File: config.mk
export PLATFORM = sky130hd
export DESIGN_NAME = ex_wb_pipe
export DESIGN_NICKNAME = d
export VERILOG_FILES = /design/src/rtl/risc_pkg.sv /design/src/rtl/wb_fifo2.sv /design/src/rtl/ex_wb_pipe.sv
export SDC_FILE = /design/constraint.sdc
export NUM_CORES = 1
export LEC_CHECK = 0
export CAP_MARGIN = 20
export CELL_PAD_IN_SITES_DETAIL_PLACEMENT = 0
export CELL_PAD_IN_SITES_GLOBAL_PLACEMENT = 1
export CORE_ASPECT_RATIO = 1.75
export CORE_MARGIN = 2
export CORE_UTILIZATION = 30
export CTS_CLUSTER_DIAMETER = 120
export DETAILED_ROUTE_END_ITERATION = 10
export GPL_TIMING_DRIVEN = 0
export PLACE_DENSITY_LB_ADDON = 0.1
export SLEW_MARGIN = 20
export SYNTH_ARGS = -nofsm -noshare
export SYNTH_HDL_FRONTEND = slang
export SYNTH_HIERARCHICAL = 1
export SYNTH_SLANG_ARGS = --single-unit
export TNS_END_PERCENT = 20
File: constraint.sdc
create_clock -name clk -period 2.4 [get_ports clk]
set_input_delay 0.24 -clock clk [delete_from_list [all_inputs] [get_ports clk]]
set_output_delay 0.24 -clock clk [all_outputs]
set_load 0.005 [all_outputs]
File: src/rtl/risc_pkg.sv
// Shared datapath widths and the writeback entry format for the EX->WB path.
package risc_pkg;

  localparam int unsigned DATA_W     = 32;
  localparam int unsigned REG_ADDR_W = 5;

  // One buffered execute result awaiting register-file writeback.
  typedef struct packed {
    logic [DATA_W-1:0]     result;
    logic [REG_ADDR_W-1:0] rd;
    logic                  wen;
  } wb_entry_t;

  // Occupancy of the two-entry writeback buffer.
  typedef enum logic [1:0] {
    OCC_EMPTY = 2'd0,
    OCC_ONE   = 2'd1,
    OCC_FULL  = 2'd2
  } occ_e;

endpackage

File: src/rtl/wb_fifo2.sv
// Two-entry in-order buffer between execute and writeback.
// The head slot always holds the oldest entry; the tail slot is only live when full.
module wb_fifo2
  import risc_pkg::*;
(
  input  logic      clk,
  input  logic      rst,
  input  logic      flush_i,
  input  logic      in_valid_i,
  input  wb_entry_t push_entry_i,
  input  logic      out_ready_i,
  output logic      in_ready_o,
  output logic      head_valid_o,
  output logic      tail_valid_o,
  output wb_entry_t head_o,
  output wb_entry_t tail_o,
  output logic      pop_o
);

  occ_e      state_q, state_d;
  wb_entry_t head_q, head_d;
  wb_entry_t tail_q, tail_d;
  logic      push;
  logic      pop;

  // Occupancy register and entry storage; reset clears the slots so outputs read zero.
  always_ff @(posedge clk) begin
    if (rst) begin
      state_q <= OCC_EMPTY;
      head_q  <= '0;
      tail_q  <= '0;
    end else begin
      state_q <= state_d;
      head_q  <= head_d;
      tail_q  <= tail_d;
    end
  end

  // Next occupancy: flush empties the buffer regardless of any handshake.
  always_comb begin
    state_d = state_q;
    if (flush_i) begin
      state_d = OCC_EMPTY;
    end else begin
      unique case (state_q)
        OCC_EMPTY: if (push) state_d = OCC_ONE;
        OCC_ONE: begin
          if (push && !pop)      state_d = OCC_FULL;
          else if (!push && pop) state_d = OCC_EMPTY;
        end
        OCC_FULL:  if (pop) state_d = OCC_ONE;
        default:   state_d = OCC_EMPTY;
      endcase
    end
  end

  // Handshake qualifiers and slot visibility, all derived from registered occupancy.
  always_comb begin
    in_ready_o   = (state_q != OCC_FULL);
    head_valid_o = (state_q != OCC_EMPTY);
    tail_valid_o = (state_q == OCC_FULL);
    push         = in_valid_i && in_ready_o;
    pop          = out_ready_i && head_valid_o;
    pop_o        = pop && !flush_i;
    head_o       = head_q;
    tail_o       = tail_q;
  end

  // Slot updates: a simultaneous push/pop at one entry writes straight into the head,
  // and a pop while full promotes the tail. An empty buffer keeps its stale head.
  always_comb begin
    head_d = head_q;
    tail_d = tail_q;
    if (!flush_i) begin
      unique case (state_q)
        OCC_EMPTY: if (push) head_d = push_entry_i;
        OCC_ONE: begin
          if (push && pop) head_d = push_entry_i;
          else if (push)   tail_d = push_entry_i;
        end
        OCC_FULL:  if (pop) head_d = tail_q;
        default:   ;
      endcase
    end
  end

endmodule

File: src/rtl/ex_wb_pipe.sv
// Execute-to-writeback pipeline buffer with register forwarding and a retire counter.
module ex_wb_pipe #(
  parameter int unsigned DATA_W     = risc_pkg::DATA_W,
  parameter int unsigned REG_ADDR_W = risc_pkg::REG_ADDR_W
) (
  input  logic                  clk,
  input  logic                  rst,
  input  logic                  flush,
  input  logic                  in_valid,
  output logic                  in_ready,
  input  logic [DATA_W-1:0]     in_result,
  input  logic [REG_ADDR_W-1:0] in_rd,
  input  logic                  in_wen,
  output logic                  out_valid,
  input  logic                  out_ready,
  output logic [DATA_W-1:0]     out_result,
  output logic [REG_ADDR_W-1:0] out_rd,
  output logic                  out_wen,
  input  logic [REG_ADDR_W-1:0] fwd_rs,
  output logic                  fwd_hit,
  output logic [DATA_W-1:0]     fwd_data,
  output logic [31:0]           retire_count
);

  import risc_pkg::*;

  wb_entry_t   push_entry;
  wb_entry_t   head;
  wb_entry_t   tail;
  logic        head_valid;
  logic        tail_valid;
  logic        pop;
  logic [31:0] retire_q, retire_d;

  // Build the captured entry; writes to x0 are dropped here so nothing downstream sees them.
  always_comb begin
    push_entry        = '0;
    push_entry.result = in_result;
    push_entry.rd     = in_rd;
    push_entry.wen    = in_wen && (in_rd != '0);
  end

  wb_fifo2 u_fifo (
    .clk          (clk),
    .rst          (rst),
    .flush_i      (flush),
    .in_valid_i   (in_valid),
    .push_entry_i (push_entry),
    .out_ready_i  (out_ready),
    .in_ready_o   (in_ready),
    .head_valid_o (head_valid),
    .tail_valid_o (tail_valid),
    .head_o       (head),
    .tail_o       (tail),
    .pop_o        (pop)
  );

  // Writeback port: data holds its last value when empty, but the enable is gated off.
  always_comb begin
    out_valid  = head_valid;
    out_result = head.result;
    out_rd     = head.rd;
    out_wen    = head.wen && head_valid;
  end

  // Forwarding lookup: the tail is the younger entry whenever it is live, so check it first.
  always_comb begin
    fwd_hit  = 1'b0;
    fwd_data = '0;
    if (fwd_rs != '0) begin
      if (tail_valid && tail.wen && (tail.rd == fwd_rs)) begin
        fwd_hit  = 1'b1;
        fwd_data = tail.result;
      end else if (head_valid && head.wen && (head.rd == fwd_rs)) begin
        fwd_hit  = 1'b1;
        fwd_data = head.result;
      end
    end
  end

  // Retire count increment; wraps naturally at 32 bits.
  always_comb begin
    retire_d     = retire_q + 32'd1;
    retire_count = retire_q;
  end

  // Retire counter: pop already excludes flush cycles, reset takes precedence.
  always_ff @(posedge clk) begin
    if (rst) begin
      retire_q <= '0;
    end else if (pop) begin
      retire_q <= retire_d;
    end
  end

endmodule
# Word-level counts from Yosys, hierarchy flattened
# Cells that the tools add are included.
# op_classes
n_addsub,1
n_eq_ne,9
muxes,15
n_bitwise,2
reduce_logical,23
# ops
op,count
two-way mux 38 bit,3
case mux 38 bit (3 select lines),1
two-way mux 32 bit,3
adder 32 x 1 -> 32 bit (second input constant),1
logical AND 1 bit,11
equality test 5 bit,2
nonzero test 5 bit,2
two-way mux 2 bit,4
inequality test 2 x 1 -> 1 bit (second input constant),3
case mux 2 bit (3 select lines),1
AND reduction 5 bit,1
AND reduction 4 bit,1
logical NOT 1 bit,3
two-way mux 1 bit,3
inequality test 3 x 1 -> 1 bit (second input constant),1
AND reduction 3 bit,1
nonzero test 3 bit,1
equality test 2 x 1 -> 1 bit (second input constant),1
equality test 2 bit (second input constant),1
logical NOT 2 bit,1
inequality test 2 bit (second input constant),1
inverter 1 bit,2
nonzero test 2 bit,1
OR reduction 2 bit,1
# totals
regBits,110
out_inout_bits,105
word_cells,58

# Depth between registers and ports, before layout
# Gate-level depths: netlist (run 1).
# logic_depth
depth_word,7
mapped_depth,9

# Modules after synthesis
# Netlist (run 1), hierarchy kept.
# modules_own_cells
mod,n_inst,cells_per_inst,area_per_inst_um2
wb_fifo2,1,370,3554.7
ex_wb_pipe,1,323,2379.8

# Worst setup path before layout (run 1)
# Ideal clock, no wire load.
# synth_path
kind,input to register
from,in flush
to,"reg retire_q[29], in the netlist retire_count[29]"
setup_time_ns,0.070
t_arrival_ns,2.097
t_required_ns,2.330
path_slack_ns,0.232
cell_stages,8
path_cell_list,inv_1 clkbuf_1 and3_1 buf_4 nand4_1 or4_1 or4_1 a21oi_1
# synth_between
elab_chain_cells,2
# synth_rtl
item,line_no,text
"start, declared",ex_wb_pipe.sv:8,"input logic flush,"
logical NOT 1 bit,wb_fifo2.sv:64,pop_o = pop && !flush_i;
logical AND 1 bit,wb_fifo2.sv:64,
net pop,ex_wb_pipe.sv:32,logic pop;
"end signal, assigned",ex_wb_pipe.sv:92,retire_q <= retire_d;
"end, declared",ex_wb_pipe.sv:33,"logic [31:0] retire_q, retire_d;"
# The timed path passes the listed nets, and every way through them passes these cells.
# A chain may end at the register's enable or synchronous reset.

# Final worst setup path (run 1)
# layout_path
from,reg u_fifo.state_q[0]
to,out fwd_data[1]
# layout_between
elab_cells_between_ends,9
cone_classes,eq/ne: 1; mux: 3; reduce/logical: 5
# layout_lines
item,line_no,text
"start, declared",wb_fifo2.sv:20,"occ_e state_q, state_d;"
"start signal, assigned",wb_fifo2.sv:33,state_q <= state_d;
equality test 2 bit,wb_fifo2.sv:61,tail_valid_o = (state_q == OCC_FULL);
net tail_valid,ex_wb_pipe.sv:31,logic tail_valid;
logical AND 1 bit (2 in a row),ex_wb_pipe.sv:71,if (tail_valid && tail.wen && (tail.rd == fwd_rs)) begin
two-way mux 32 bit,ex_wb_pipe.sv:71,
two-way mux 32 bit,ex_wb_pipe.sv:70,if (fwd_rs != '0) begin
"end, declared",ex_wb_pipe.sv:21,"output logic [DATA_W-1:0] fwd_data,"
# The timed path passes the listed nets, and every way through them passes these cells.

==> impl_results.md, run 1 <==
* Shortest period the worst path allows at approximately 2.4 ns
* Number of flops mapped to enable cells by yosys at 0
* Clk slew on worst S/H paths at around 0.070 ns
* Pre-CTS setup slack at -1.06 ns
* First-pass GRT wire length at around 35 mm
* Leak at 2.92 nW
* Placed cell count at 1089
* Tot Pwr at 0.00405 W
* Initial core utilization at between 30% and 40%
* Post-route DRC at 0
* Post-DRT Antenna Nets at 0
* Arr. time, crit path at between 2 and 2.5 ns
* Setup_tns at 0 ns
* Largest net degree at the start of global routing at 16
* # clock sinks at 110
* RSZ-0062 raised after global routing: yes
* Avg Vias per Cell at roughly 5.7
* GRT Total Usage at 22.0%
* Post-synth top cells: dfxtp_1, a211oi_1, nand3_1
* Crit path required time at roughly 2.2 ns
* Fin cells at around 1100
* Switch Pwr at 0.00108 W
* Cell count after synthesis at about 690
* Vias in the first global route at between 6000 and 7000
* CTS buffer count at 9
* Ys async rst share at 0%
* Clock Skew at roughly 0.0061 ns
* Hold Buf Count CTS at 0
* Synthesized cell area at just under 6000 um^2
* Clock Root Buffer: clkbuf_16
* Worst r2r src: u_fifo/state_q[1]
* Share of layout cells above drive strength 1 at between 20 and 25%
* Fin. max-slew vios at 0
* Crit Path Max Fanout at 10
* Most used DFF post-synth: dfxtp_1
* Detailed-route via count at between 6000 and 7000
* Area of the multi-input gates at about 3600 um^2
* R2r setup slk at around 0.16 ns
* Reg2reg path depth at 7
* Top cells by area, synth: dfxtp_1, a211oi_1, nand3_1
* Status: completed
* Initial drt markers at 268
* Worst-skew pair later-pin latency at roughly 0.35 ns
* Synth Area per Inst at between 8 and 9 um^2
* Final WS setup at around 0.036 ns
* Final Hold Viols at 0
* Largest area contributor in the netlist: dfxtp_1
* Synth top area share at 37.1%
* Initial antenna violation count at 0
* Measured slew at the worst slew-check pin at 0.764 ns
* Comb pwr share at between 10% and 20%
* Max Clock Freq at ~420 MHz
* Hold Crit Endpoint: retire_count[27]
* Max Cap Viol at 0
* Crit Reg-Reg Endpoint: retire_count[25]
* Die span in y at around 190 um
* Worst hold path depth at 3
* First-pass DRT Iterations at 7
* Ports at around 150
* Final core utilization at between 40% and 50%
* Tcrit/Tclk final at a little over nine tenths
* Syn-to-layout area delta at 40.7%
* FILL cells at just under 2000
* Normalized max-slew margin at about half
* Die area at approximately 21000 um^2
* Synth warn at 6
* DP HPWL at around 17 mm
* CTS H-tree lvls at 3
* Core area at between 15000 and 20000 um^2
* Synth cell types at 49
* Port Buffer Count at approximately 150
* GP Congestion at slightly below 0.9
* Std cell rows at 68
* Synthesized net count at 742
* Bufs on Longest Clock Path at 2
* Grt total ovfl at 0
* CP endpoint kind: output pin
* Sequential share of power at 48.1%
* FF/Latch Area at 2220 um^2
* CTS tree: yes
* Wire per inst at 20.9 um
* Worst Hold Class: input port to flip-flop
* Path type of the worst setup path: flip-flop to output pin
* #FFs+latches synth at between 100 and 150
* Post-Route WL at around 23 mm
* Clock network power share at between 30% and 40%
* Most common cell in the netlist: dfxtp_1
* Chip Width at between 100 and 150 um
* Sequential area share after synthesis at approximately 37%
* ANT cells at 0
* Final setup fails at 0
* PwrDens at between 400 and 500 nW/um^2
* Sw frac at a little over a quarter
* Nets at between 900 and 1000
* Hold_sp: rst
* Worst Setup Start Kind: flip-flop
* Pint at ~0.0030 W
* Max VDD drop at between 0.0003 and 0.0004 V
## per-layer routing
| layer | global-route usage [%] | up-vias | share of wire [%] | wire length, um |
|---|---|---|---|---|
| met5 | 0 | - | 0 | 0 |
| met4 | 9.62 | 0 | 3.4 | 800 |
| met3 | 4.04 | 47 | 5.0 | 1160 |
| met2 | 42.4 | 231 | 56 | 12900 |
| met1 | 22.1 | 3058 | 36 | 8360 |
| li1 | - | 2960 | - | - |
## flip-flops by register name, indices dropped and copies added, names as in the netlist
| signal | flops |
|---|---|
| u_fifo/head_o | 38 |
| u_fifo/tail_o | 38 |
| retire_count | 32 |
| u_fifo/state_q | 2 |
## power groups by stage
stage                     sequential [W]  clock (W)  combinational, W
final                            0.00195    0.00146          0.000641
after global routing             0.00196    0.00156          0.000680
after CTS                        0.00195    0.00150          0.000630
after detailed placement         0.00199          0          0.000608
after global placement           0.00199          0          0.000600
after floorplan                  0.00198          0          0.000294
## repair_timing
item                       4_1_cts  5_1_grt
buffers inserted                11        2
pin swaps                       10       10
hold endpoints to repair         0        0
setup endpoints to repair       53       33
resized for setup              196       43
## metrics by stage
| stage | hold WS [ns] | instance area (um^2) |
|---|---|---|
| after global routing | 0.262 | 8350 |
| after global placement | 0.472 | 7750 |
| after CTS | 0.226 | 8370 |
| after detailed placement | 0.482 | 7750 |
| after floorplan | 0.332 | 5930 |
| final | 0.236 | 8350 |
## critical path: stages, from the launching register on
cell and delay (ns):
dfxtp_4 0.37, nand2b_1 0.16, buf_8 0.13, inv_2 0.06
and3_4 0.26, clkbuf_8 0.20, nand3_1 0.11, a211oi_2 0.22
dlygate4sd2_1 0.26
## area by class of cell
| type | count | share of cell area [%] |
|---|---|---|
| repair buffers | 164 | 17.6 |
| inverters | 6 | 0.315 |
| plain buffers | 69 | 5.61 |
| well taps | 245 | 3.67 |
| clock buffers | 13 | 3.24 |
| flip-flops and latches | 110 | 26.5 |
| clock inverters | 1 | 0.0600 |
| multi-input cells | 503 | 43.0 |
## logic make-up (layout without fill, tap and decap cells)
family / after synthesis / after routing / share of synthesized area (%)
compound gates: 254 / 254 / 28.3
simple gates: 183 / 183 / 17.2
xor+xnor: 22 / 22 / 3.25
buf+inv: 80 / 253 / 6.54
fa+ha+maj: 1 / 1 / 0.211
mux: 43 / 43 / 7.40
flops: 110 / 110 / 37.1
## placed cells by master (no fill, tap or decap), types with 4 or more instances in the layout
master,synthesis,routed
clkbuf_1,46,26
mux2i_1,39,39
buf_4,7,18
a21oi_1,54,54
nor3_1,4,4
o21ai_0,75,68
a211oi_2,20,45
a211oi_1,89,61
xnor2_1,16,11
o31ai_1,8,8
xor2_1,6,6
clkdlybuf4s50_1,0,113
xnor2_2,0,5
o21ai_1,3,9
or4_1,12,11
dfxtp_1,110,103
inv_1,6,4
nand4_1,13,13
nand2_1,16,16
clkbuf_2,1,6
or3_1,8,8
dlygate4sd2_1,0,9
clkbuf_4,0,4
buf_6,5,6
clkbuf_16,0,9
nor2_1,20,19
dfxtp_2,0,5
clkbuf_8,0,9
buf_2,11,38
nand3_1,79,78
and4_1,5,4
## worst max-delay path by stage
stage	depth (start not counted)	slack, ns	from	end
after floorplan	8	0.23	flush	retire_count[29]
after global placement	9	-1.05	flush	retire_count[25]
after detailed placement	9	-1.06	flush	retire_count[25]
after CTS	7	-0.07	u_fifo/tail_o[4]	fwd_data[18]
after global routing	8	-0.04	u_fifo/state_q[0]	fwd_data[1]
final	8	0.04	u_fifo/state_q[0]	fwd_data[1]
(Power assumes the default switching activity.)
==> run 2: changes to the inputs <==
Settings changed: ABC_AREA set to 0, SYNTH_HIERARCHICAL 1 to unset.
==> impl_results.md, run 2 <==
* First-pass GRT wire length at roughly 32 mm
* Clock Skew at roughly 0.0089 ns
* Normalized max-slew margin at 60.6%
* Std cell rows at 67
* Tcrit/Tclk final at about 100%
* Arr. time, crit path at 2.15 ns
* RSZ-0062 raised after global routing: yes
* Commonest non-fill, non-tap cells in the layout: nand2_1, clkdlybuf4s50_1, dfxtp_1
* Initial drt markers at 190
* Worst hold slack at 0.455 ns
* Max Clock Freq at about 420 MHz
* Ports at around 150
* Leak at ~3.1 nW
* Largest area contributor in the netlist: dfxtp_1
* Worst Hold Class: flip-flop to flip-flop
* Setup_tns at 0 ns
* Port Buffer Count at 152
* Grt total ovfl at 0
* Hold_sp: u_fifo.tail_o[0]
* Top cells by area, synth: dfxtp_1, mux2i_1, a21oi_1
* Most common cell in the netlist: nand2_1
* Max VDD drop at ~0.00029 V
* Post-route DRC at 0
* Post-Route WL at between 20 and 25 mm
* Synth cell types at between 40 and 50
* Post-DRT Antenna Nets at 0
* Clk slew on worst S/H paths at approximately 0.070 ns
* Sequential area share after synthesis at a little under two fifths
* Worst Setup Start Kind: flip-flop
* Synth warn at 0
* Path type of the worst setup path: flip-flop to output pin
* CTS tree: yes
* CTS buffer count at 9
* PwrDens at ~480 nW/um^2
* Ys async rst share at 0%
* Pre-CTS setup slack at -0.850 ns
* Initial antenna violation count at 0
* Post-synth top cells: nand2_1, dfxtp_1, a21oi_1
* Chip Width at between 100 and 150 um
* Crit Path Max Fanout at 10
* R2r setup slk at around 0.17 ns
* Synthesized cell area at 5900 um^2
* Bufs on Longest Clock Path at 2
* First-pass DRT Iterations at 4
* FF/Latch Area at ~2200 um^2
* FILL cells at just under 2000
* Share of layout cells above drive strength 1 at approximately 14%
* Worst-skew pair later-pin latency at 0.36 ns
* GP Congestion at between 0.8 and 0.9
* Max Cap Viol at 0
* Area of the multi-input gates at 3240 um^2
* Die area at 20900 um^2
* Syn-to-layout area delta at 39.7%
* Measured slew at the worst slew-check pin at around 0.59 ns
* Final WS setup at around 0.0075 ns
* Largest net degree at the start of global routing at 18
* Synth top area share at ~37%
* Most used DFF post-synth: dfxtp_1
* Commonest non-fill, non-tap cell in the layout: nand2_1
* Number of flops mapped to enable cells by yosys at 0
* Status: completed
* Clock Root Buffer: clkbuf_16
* Final setup fails at 0
* Die span in y at between 150 and 200 um
* DP HPWL at 15.7 mm
* Avg Vias per Cell at 5.18
* Detailed-route via count at roughly 6000
* ANT cells at 0
* Worst hold path depth at 2
* Crit path required time at 2.16 ns
* Worst r2r src: retire_count[0]
* Vias in the first global route at between 5000 and 6000
* Final Hold Viols at 0
* GRT Total Usage at 19.9%
* Shortest period the worst path allows at approximately 2.4 ns
* CP endpoint kind: output pin
* Reg2reg path depth at 7
* Initial core utilization at slightly above 30%
* Crit Reg-Reg Endpoint: retire_count[14]
* Fin. max-slew vios at 0
* Hold Buf Count CTS at 0
* Wire per inst at ~18 um
* Nets at approximately 940
* Hold Crit Endpoint: u_fifo.tail_o[0]
* Synthesized net count at approximately 770
* #FFs+latches synth at 110
* Cell count after synthesis at approximately 700
* # clock sinks at 110
* Core area at roughly 19000 um^2
* Synth Area per Inst at roughly 8 um^2
* CTS H-tree lvls at 3
==> run 2: cell count changes in the layout (fill, tap and decap cells not counted), moves of 9 or more <==
| cell | before | now |
|---|---|---|
| nand2_1 | 16 | 120 |
| nand3_1 | 78 | 10 |
| o21ai_0 | 68 | 9 |
| a211oi_2 | 45 | 0 |
| a21oi_1 | 54 | 99 |
| nand4_1 | 13 | 45 |
| buf_4 | 18 | 43 |
| a211oi_1 | 61 | 37 |
| mux2i_1 | 39 | 63 |
| buf_2 | 38 | 15 |
| clkbuf_2 | 6 | 15 |
| o21ai_1 | 9 | 0 |
==> run 2: stage by stage <==
| step | util (%) | area (um^2) | std cells | total power (W) |
|---|---|---|---|---|
| final | 43.0 | 8250 | 1132 | 0.00392 |
| after global routing | 43.0 | 8250 | 1132 | 0.00408 |
| after CTS | 42.8 | 8220 | 1129 | 0.00396 |
| after detailed placement | 40.3 | 7730 | 1112 | 0.00250 |
| after global placement | 40.3 | 7730 | 1112 | 0.00249 |
| after floorplan | - | 5900 | 719 | 0.00221 |
==> run 2: logic make-up after synthesis <==
| kind of cell | count (synthesis) | share of synthesized area, % |
|---|---|---|
| XOR/XNOR | 17 | 2.52 |
| buffers and inverters | 106 | 9.77 |
| AND/OR/NAND/NOR | 249 | 21.6 |
| AO/OA/AOI/OAI | 164 | 16.4 |
| flip-flops | 110 | 37.3 |
| adder cells (fa/ha/maj) | 1 | 0.212 |
| multiplexers | 72 | 12.2 |
==> run 2: critical path: stages, from the launching register on <==
cell           delay (ns)
dfxtp_2              0.34
xnor2_2              0.15
nand4_1              0.16
nor3_4               0.25
buf_12               0.15
buf_12               0.10
buf_12               0.15
mux2i_1              0.23
dlygate4sd2_1        0.26
==> run 2: where the power goes <==
part / leakage, nW / internal [W] / switching (W)
Combinational: 2.12 / 0.000293 / 0.000254
Sequential: 0.897 / 0.00188 / 0.0000494
Clock: 0.129 / 0.000739 / 0.000706
==> run 2: area by class of cell <==
class	instances	area share (%)
timing repair buffer	157	18.2
tap	241	3.66
multi-input combinational	503	39.3
inverter	4	0.182
buffer	101	8.48
sequential	110	26.8
clock buffer	12	2.99
clock inverter	4	0.394
==> run 2: what timing repair did <==
action                                  4_1_cts  5_1_grt
pin swaps                                     3        2
gates resized for setup                      93       47
endpoints found under the setup margin       33       16
setup buffers                                 2        3
==> run 2: per-layer routing <==
layer  global-route usage, %  wire, um  up-vias
met4                    5.36       348        0
met3                    3.53       886       23
met2                    38.4     11600      169
met5                       0         0        -
li1                        -         -     2875
met1                    21.4      7780     2797
==> run 2: worst max-delay path by stage <==
stage / startpoint / end / cells past startpoint
after floorplan: u_fifo.tail_o[1] / fwd_data[10] / 5
after global placement: fwd_rs[4] / fwd_data[2] / 7
after detailed placement: fwd_rs[4] / fwd_data[2] / 7
after CTS: u_fifo.head_o[3] / fwd_data[27] / 7
after global routing: u_fifo.tail_o[2] / fwd_data[10] / 8
final: u_fifo.tail_o[2] / fwd_data[9] / 8
